===== src/rtl/dmem_arb_pkg.sv =====
// Shared types and constants for the two-port data-memory arbiter.
// Port 0 is the core LSU, port 1 is the loader/debug port.
package dmem_arb_pkg;
  localparam int XLEN = 64;

  localparam logic PORT_CORE = 1'b0;
  localparam logic PORT_DBG  = 1'b1;

  typedef enum logic [1:0] {
    ST_IDLE   = 2'd0,
    ST_ACCESS = 2'd1,
    ST_RESP   = 2'd2
  } arb_state_e;

  typedef struct packed {
    logic            we;
    logic [XLEN-1:0] addr;
    logic [XLEN-1:0] wdata;
  } req_t;

  typedef struct packed {
    logic id;
    logic we;
    logic err;
  } txn_t;

  // Full-width compare so huge addresses cannot alias into range.
  function automatic logic addr_oob(input logic [XLEN-1:0] a, input int depth);
    return a >= XLEN'(depth);
  endfunction
endpackage


===== src/rtl/dmem_arb_grant.sv =====
// Two-way round-robin pick with a starvation guard for port 1.
// State advances only when the top actually accepts the granted request.
module dmem_arb_grant
  import dmem_arb_pkg::*;
#(
  parameter int MAX_WAIT = 4
) (
  input  logic clk,
  input  logic rst,
  input  logic i_req0,
  input  logic i_req1,
  input  logic i_rr_off,
  input  logic i_take,
  output logic o_gnt_id,
  output logic o_gnt_vld
);
  localparam int CW = $clog2(MAX_WAIT + 1);
  localparam logic [CW-1:0] CNT_MAX = CW'(MAX_WAIT);

  logic          r_last;
  logic [CW-1:0] r_wait_cnt;
  logic          w_force;

  assign w_force   = (r_wait_cnt == CNT_MAX);
  assign o_gnt_vld = i_req0 | i_req1;

  always_comb begin
    o_gnt_id = PORT_CORE;
    if (i_req0 && i_req1)
      o_gnt_id = w_force ? PORT_DBG : (i_rr_off ? PORT_CORE : ~r_last);
    else if (i_req1)
      o_gnt_id = PORT_DBG;
  end

  always_ff @(posedge clk) begin
    if (rst) begin
      r_last     <= PORT_DBG;
      r_wait_cnt <= '0;
    end else if (i_take && o_gnt_vld) begin
      r_last <= o_gnt_id;
      if (o_gnt_id == PORT_DBG)
        r_wait_cnt <= '0;
      else if (i_req1 && !w_force)
        r_wait_cnt <= r_wait_cnt + CW'(1);
    end
  end
endmodule


===== src/rtl/dmem_arbiter.sv =====
// Single-transaction arbiter in front of the data memory: accept, one memory
// cycle, one response cycle. Accepting again in RESP gives one access per 2 cycles.
module dmem_arbiter
  import dmem_arb_pkg::*;
#(
  parameter int DEPTH    = 1024,
  parameter int MAX_WAIT = 4
) (
  input  logic            clk,
  input  logic            rst,
  input  logic            test_rr_off,
  input  logic            req0_valid,
  output logic            req0_ready,
  input  logic            req0_we,
  input  logic [XLEN-1:0] req0_addr,
  input  logic [XLEN-1:0] req0_wdata,
  output logic            rsp0_valid,
  output logic [XLEN-1:0] rsp0_rdata,
  output logic            rsp0_err,
  input  logic            req1_valid,
  output logic            req1_ready,
  input  logic            req1_we,
  input  logic [XLEN-1:0] req1_addr,
  input  logic [XLEN-1:0] req1_wdata,
  output logic            rsp1_valid,
  output logic [XLEN-1:0] rsp1_rdata,
  output logic            rsp1_err,
  output logic            mem_rw,
  output logic [XLEN-1:0] mem_addr,
  output logic [XLEN-1:0] mem_wdata,
  input  logic [XLEN-1:0] mem_rdata
);
  arb_state_e      r_state;
  txn_t            r_txn;
  req_t            w_req0, w_req1, w_sel;
  logic            w_gnt_id, w_gnt_vld, w_open, w_take, w_sel_err;
  logic [XLEN-1:0] w_rd;

  dmem_arb_grant #(.MAX_WAIT(MAX_WAIT)) u_grant (
    .clk       (clk),
    .rst       (rst),
    .i_req0    (req0_valid),
    .i_req1    (req1_valid),
    .i_rr_off  (test_rr_off),
    .i_take    (w_take),
    .o_gnt_id  (w_gnt_id),
    .o_gnt_vld (w_gnt_vld)
  );

  // Reset masks ready so nothing is ever accepted while rst is high.
  assign w_open     = ((r_state == ST_IDLE) || (r_state == ST_RESP)) && !rst;
  assign w_take     = w_open && w_gnt_vld;
  assign req0_ready = w_take && (w_gnt_id == PORT_CORE);
  assign req1_ready = w_take && (w_gnt_id == PORT_DBG);

  assign w_req0    = '{we: req0_we, addr: req0_addr, wdata: req0_wdata};
  assign w_req1    = '{we: req1_we, addr: req1_addr, wdata: req1_wdata};
  assign w_sel     = (w_gnt_id == PORT_DBG) ? w_req1 : w_req0;
  assign w_sel_err = addr_oob(w_sel.addr, DEPTH);
  assign w_rd      = (r_txn.we || r_txn.err) ? '0 : mem_rdata;

  always_ff @(posedge clk) begin
    if (rst) begin
      r_state    <= ST_IDLE;
      r_txn      <= '0;
      mem_rw     <= 1'b0;
      mem_addr   <= '0;
      mem_wdata  <= '0;
      rsp0_valid <= 1'b0;
      rsp0_rdata <= '0;
      rsp0_err   <= 1'b0;
      rsp1_valid <= 1'b0;
      rsp1_rdata <= '0;
      rsp1_err   <= 1'b0;
    end else begin
      mem_rw     <= 1'b0;
      rsp0_valid <= 1'b0;
      rsp0_rdata <= '0;
      rsp0_err   <= 1'b0;
      rsp1_valid <= 1'b0;
      rsp1_rdata <= '0;
      rsp1_err   <= 1'b0;
      case (r_state)
        ST_IDLE, ST_RESP: begin
          if (w_take) begin
            r_txn     <= '{id: w_gnt_id, we: w_sel.we, err: w_sel_err};
            mem_addr  <= w_sel.addr;
            mem_wdata <= w_sel.wdata;
            mem_rw    <= w_sel.we & ~w_sel_err;
            r_state   <= ST_ACCESS;
          end else begin
            r_state <= ST_IDLE;
          end
        end
        ST_ACCESS: begin
          // Memory read data is combinational, so it is valid at the end of ACCESS.
          if (r_txn.id == PORT_CORE) begin
            rsp0_valid <= 1'b1;
            rsp0_rdata <= w_rd;
            rsp0_err   <= r_txn.err;
          end else begin
            rsp1_valid <= 1'b1;
            rsp1_rdata <= w_rd;
            rsp1_err   <= r_txn.err;
          end
          r_state <= ST_RESP;
        end
        default: r_state <= ST_IDLE;
      endcase
    end
  end
endmodule

===== config.mk =====
export PLATFORM = sky130hd
export DESIGN_NAME = dmem_arbiter
export DESIGN_NICKNAME = d
export VERILOG_FILES = /design/src/rtl/dmem_arb_pkg.sv /design/src/rtl/dmem_arb_grant.sv /design/src/rtl/dmem_arbiter.sv
export SDC_FILE = /design/constraint.sdc
export NUM_CORES = 1
export LEC_CHECK = 0
export ABC_CLOCK_PERIOD_IN_PS = 1810
export BUFFER_PORTS_ARGS = -buffer_cell sky130_fd_sc_hd__buf_2
export CAP_MARGIN = 20
export CORE_AREA = 2 2 230 232
export DETAILED_ROUTE_END_ITERATION = 8
export DIE_AREA = 0 0 232 234
export GPL_TIMING_DRIVEN = 0
export PLACE_DENSITY = 0.48
export SLEW_MARGIN = 20
export SYNTH_ARGS = -nofsm -noshare
export SYNTH_HDL_FRONTEND = slang
export SYNTH_SLANG_ARGS = --single-unit

===== constraint.sdc =====
create_clock -name clk -period 1.81 [get_ports clk]
set_input_delay 0.0905 -clock clk [delete_from_list [all_inputs] [get_ports clk]]
set_output_delay 0.0905 -clock clk [all_outputs]
set_load 0.03 [all_outputs]

==> results of run 1 <==
## logic make-up (layout without fill, tap and decap cells)
group,count (synthesis),after routing,share of synthesized area [%]
other cells,0,1,0
fa+ha+maj,2,2,0.2534
simple gates,322,322,16.89
compound gates,139,139,10.44
mux,129,129,13.08
buf+inv,91,1099,4.575
flops,270,270,54.75
## worst register-to-register path, delay by kind of cell (launching register included)
kind                       cells  cell delay, ns
AOI/OAI and AO/OA              3            0.48
adders and majority gates      1            0.15
buffers and inverters          6            0.78
DFF                            1            0.34
muxes                          1            0.26
## where the power goes
group          switching, W  internal, W  total (W)
clock network       0.00250      0.00383    0.00632
registers          0.000187      0.00629    0.00647
logic               0.00232      0.00186    0.00418
total               0.00500       0.0120     0.0170
## placed cells by master, fill, tap and decap left out, types with 2 or more instances in the layout
| master | n |
|---|---|
| inv_2 | 2 |
| inv_1 | 2 |
| nor3_1 | 6 |
| dfxtp_1 | 268 |
| mux2i_2 | 22 |
| clkbuf_2 | 29 |
| a211oi_2 | 38 |
| and3_1 | 129 |
| clkbuf_8 | 4 |
| nand4_1 | 6 |
| dfxtp_2 | 2 |
| mux2i_1 | 54 |
| or2_2 | 2 |
| buf_2 | 591 |
| a21oi_1 | 4 |
| a211oi_1 | 91 |
| and2_1 | 3 |
| buf_4 | 8 |
| dlygate4sd3_1 | 324 |
| buf_12 | 25 |
| clkbuf_1 | 41 |
| bufinv_16 | 4 |
| buf_6 | 13 |
| clkbuf_16 | 34 |
| nor4_1 | 24 |
| buf_8 | 3 |
| buf_1 | 2 |
| clkinv_2 | 6 |
| mux2i_4 | 53 |
| buf_16 | 9 |
| nor2_1 | 140 |
| nor2_4 | 3 |
## state kept, by name (all words and copies together) (netlist names), 2 cells and up
register	count
u_grant.r_wait_cnt	3
rsp1_rdata	64
rsp0_rdata	64
mem_wdata	64
r_txn	3
r_state	2
mem_addr	64
## timing repair
| item | in CTS | in global routing |
|---|---|---|
| setup buffers | 27 | 14 |
| pin swaps | 9 | 64 |
| endpoints found under the hold margin | 261 | 0 |
| gates resized for setup | 182 | 130 |
| hold buffers | 324 | 0 |
| cloned | 7 | 3 |
| setup endpoints to repair | 144 | 209 |
## stage by stage
stage | setup TNS [ns] | cells | total power (W) | instance area, sq um
floorplan | 0 | 953 | 0.008169 | 9877
global placement | -60.45 | 2230 | 0.009442 | 13690
detailed placement | -64.00 | 2230 | 0.009467 | 13690
CTS | -26.63 | 2638 | 0.01685 | 19270
global route | -39.96 | 2649 | 0.01763 | 19930
finish | -24.48 | 2650 | 0.01698 | 19940
## metal layers
layer  wire length, um  part of all wire [%]
met1             20370                    39
met5                13                 0.025
met3              3839                   7.3
met2             25610                    49
met4              2632                   5.0
## area by class of cell
class,instances,area [sq um]
flip-flops and latches,270,5408
fillers,5009,32090
inverters,4,15.01
multi-input cells,592,5070
well taps,688,860.8
repair buffers,962,7033
clock inverters,11,158.9
diodes,1,2.502
plain buffers,82,538.0
clock buffers,40,849.6
## worst paths after layout
kind,from,to,slack (ns),cells after the start
worst min register to register,r_state[1],r_state[1],0.43,1
worst min-delay path,req0_valid,u_grant.r_wait_cnt[2],0.14,6
worst max register to register,u_grant.r_wait_cnt[1],mem_wdata[46],-0.33,11
worst max-delay path,u_grant.r_wait_cnt[1],mem_wdata[46],-0.33,11
==> results.ini, run 1 <==
[timing]
report.final.slew_viol_count=0
min_period_over_period_pct=118.5
tightest_slew_ns=1.016
hold_viol=0
layout_min_cycle_time_ns=2.145
setup_slack_ns=-0.3345
setup_viol=133
relSlewSlack_pct=32.24
fmax_ghz=0.4663
rsz0062_at_grt=true
whs_ns=0.1390
skew_ns=0.01438

[synthesis]
synth-edff-count=0
avgSynthCellArea_sq_um=10.36
netlist_area_sq_um=9872
seq_area_frac_synth_pct=54.75
synth_flop_cell=dfxtp_1
synth_top_area_share_pct=54.75
synth.distinct_cells=34
yosysWarnings=0
yosys.area.top_type=dfxtp_1
synth_nets=1282
ys_ff_latch=270
syn_inst=953
netlist_top_cells_area=dfxtp_1 (55%), mux2i_1 (13%), a211oi_1 (9.8%)
yosysMostFrequentCell=dfxtp_1
async_flop_share_pct=0
synthTopCellsByCount=dfxtp_1 (270), nor2_1 (142), a211oi_1 (129), and3_1 (129), mux2i_1 (129)

[global_routing]
antenna_found_initial=1
grtUsageMet1_pct=19.77
use_met3_pct=4.572
grtUsageTotal_pct=17.74
use_met2_pct=30.96
grt_max_degree=15
grt_pass1_vias=11930
grt_first_pass_wirelength_mm=72.27
grt_overflow=0
top_usage_layer=met2

[drt]
drc=0
routedWlPerCell_um=19.80
ant_nets=0
via_count=11590
drt_wl_total_mm=52.47
drt_iter0_drc=503
vias_per_cell=4.372
dr.pass1.iters=5

[cts]
cts_sinks=270
clkSlewWorstSetupHoldPaths_ns=0.06
clk-insertion-delay-late_ns=0.57
htreeDepth=1
root_buffer=clkbuf_16
cts_buffer_depth=3
numCtsBuffers=30
cts_tree=done

[layout]
utilization_pct=38.32
layout-drive-gt1-share_pct=43.80
area_growth_pct=101.9
nets=2271

[setup_path]
crit_type=flip-flop to flip-flop
start_kind=flip-flop
critPathTopFamily=buffers and inverters
crit_fanout=7
cpPeakStageDelay_ns=0.34
crit_top_cell=buf_12
critPathBufInv=6
cp-end-kind=flip-flop
cp_cell_sequence=inv_2 -> ha_4 -> o2bb2ai_4 -> o21ai_4 -> buf_4 -> buf_6 -> buf_12 -> buf_8 -> buf_12 -> mux2i_4 -> a211oi_2
cp_slowest_cell=dfxtp_2
worstPathRequired_ns=2.23
crit_arrival_ns=2.57

[hold_path]
hold_class=input pin to flip-flop

[placed_design]
port_buffers=589
pre_cts_slack_ns=-0.6319
globalplace.congestion=0.9230
dp.final_hpwl_mm=36.56

[floorplan]
rows=84
die_area_sq_um=54290
start_util_pct=18.98
die_x_um=232
placeableCoreArea_sq_um=52020
ioPinCount=590
die-height_um=234

[outcome]
outcome=finished with violations
violations=negative setup slack

[power]
ir_worst_vdd_mv=0.6301
power.density_nw_per_um2=851.8
leakage_nw=9.676

[flow_run]
maxCapViolations=0

Power figures use the tool's default switching activity.
==> run 2: changes to the inputs <==
==> constraint.sdc (replaced) <==
create_clock -name clk -period 1.81 [get_ports clk]
set_input_delay 0.362 -clock clk [delete_from_list [all_inputs] [get_ports clk]]
set_output_delay 0.362 -clock clk [all_outputs]
set_load 0.03 [all_outputs]
==> run 2 against run 1 <==
The run still ends with negative setup slack left. Clock-buffer cell count down 4. Register-to-register slack is essentially flat. Cell area is 16% lower. Clock skew grew 0.0026 ns. Total power shrank 2.2%. Critical path type is now flip-flop to output port.
==> results.ini, run 2 (synthesized netlist as in run 1, its figures left out) <==
[outcome]
outcome=finished with violations
violations=negative setup slack

[drt]
drc=0
dr.pass1.iters=5
drt_iter0_drc=366
vias_per_cell=4.301
ant_nets=0
drt_wl_total_mm=46.68
via_count=10150
routedWlPerCell_um=19.77

[placed_design]
dpl_cell_area_sq_um=13700
dp.final_hpwl_mm=36.46
globalplace.congestion=0.9529
port_buffers=589
dp.cells=2230

[cts]
clkSlewWorstSetupHoldPaths_ns=0.06
cts_tree=done
numCtsBuffers=31
htreeDepth=1
root_buffer=clkbuf_16
cts_sinks=270
cts_buffer_depth=3
clk-insertion-delay-late_ns=0.59

[global_routing]
grt_first_pass_wirelength_mm=64.40
grt_overflow=0
grtUsageTotal_pct=15.88
antenna_found_initial=3
grt_pass1_vias=10070
grt_max_degree=16

[floorplan]
ioPinCount=590
placeableCoreArea_sq_um=52020
rows=84
start_util_pct=18.98
die-height_um=234
die_x_um=232
die_area_sq_um=54290

[setup_path]
start_kind=flip-flop
cp-end-kind=output port
crit_fanout=4
worstPathRequired_ns=1.45
crit_arrival_ns=2.03
crit_type=flip-flop to output port

[hold_path]
hold_class=input pin to flip-flop

[timing]
min_period_over_period_pct=132.0
tns_ns=-23.19
report.final.slew_viol_count=0
setup_slack_ns=-0.5789
tightest_slew_ns=0.9411
hold_viol=0
skew_ns=0.01696
rsz0062_at_grt=true
setup_viol=133
fmax_ghz=0.4186
relSlewSlack_pct=37.26
layout_min_cycle_time_ns=2.389

[layout]
area_growth_pct=69.29
fin_area_sq_um=16710
layout-drive-gt1-share_pct=49.55
layout_commonest_cell=buf_2
num_antenna_cells=0
final_cells=2361
nets=1978
layout_common_cells=buf_2 (593), dfxtp_1 (268), nor2_1 (139), and3_1 (129), a211oi_1 (105)
fillers=5428

[power]
power.density_nw_per_um2=993.8
p_total_w=0.01661
ir_worst_vdd_mv=0.6502
leakage_nw=8.354

[flow_run]
maxCapViolations=0

==> run 2: cell types whose count changed in the layout (fill, tap and decap cells not counted), moves of 5 or more <==
cell / previous run / this run
clkbuf_2: 29 / 16
buf_16: 9 / 3
mux2i_2: 22 / 30
a211oi_1: 91 / 105
mux2i_1: 54 / 59
buf_6: 13 / 7
mux2i_4: 53 / 40
dlygate4sd3_1: 324 / 42
a211oi_2: 38 / 24
clkbuf_1: 41 / 48
==> run 2: worst paths after layout <==
kind | start | to | slack (ns) | cells after the start
setup / recovery | u_grant.r_wait_cnt[0] | req0_ready | -0.58 | 9
hold / removal | mem_rdata[33] | rsp0_rdata[33] | 0.03 | 2
setup reg to reg | u_grant.r_wait_cnt[0] | mem_addr[20] | -0.34 | 13
hold reg to reg | r_state[1] | r_state[1] | 0.42 | 1
==> run 2: timing repair <==
item / CTS / global route
endpoints found under the hold margin: 72 / 0
gates resized for setup: 104 / 140
pin swaps: 13 / 39
cloned: 3 / 3
hold buffers: 42 / 0
setup buffers: 18 / 12
setup endpoints to repair: 166 / 223
==> run 2: final cells by class <==
| type | count | area [sq um] | share of cell area (%) |
|---|---|---|---|
| repair buffers | 665 | 3931 | 23.52 |
| multi-input cells | 592 | 4852 | 29.03 |
| plain buffers | 85 | 564.3 | 3.377 |
| clock inverters | 21 | 256.5 | 1.535 |
| flip-flops and latches | 270 | 5408 | 32.36 |
| clock buffers | 36 | 824.5 | 4.934 |
| inverters | 4 | 15.01 | 0.08984 |
| well taps | 688 | 860.8 | 5.151 |
==> run 2: power breakdown <==
| group | internal [W] | total [W] | switching, W |
|---|---|---|---|
| combinational | 0.00136 | 0.00348 | 0.00213 |
| clock | 0.00398 | 0.00667 | 0.00269 |
| sequential | 0.00629 | 0.00646 | 0.000172 |
| total | 0.0116 | 0.0166 | 0.00498 |
==> run 2: per-stage QoR <==
step	util, %	hold slack, ns	worst slack [ns]
finish	32.12	0.03181	-0.5789
global route	32.12	0.009670	-0.7042
CTS	30.63	0.0003747	-0.6983
detailed placement	26.33	0.4153	-0.7923
global placement	26.33	0.4155	-0.8927
floorplan	-	0.4003	0.008754
==> run 2: worst max-delay path: stages (launching register included) <==
cell,delay [ns]
dfxtp_2,0.33
inv_2,0.04
ha_4,0.15
o2bb2ai_2,0.12
o21ai_2,0.13
buf_6,0.15
buf_12,0.11
buf_16,0.11
and2_4,0.16
buf_8,0.13
==> run 2: layer usage <==
layer  GRT usage, %  part of all wire (%)  vias up
met5              0                     0        -
met4          4.547                   2.9        0
met3          3.855                   7.4       64
met2          28.90                    49      467
met1          18.38                    41     4784
li1               -                     -     4839
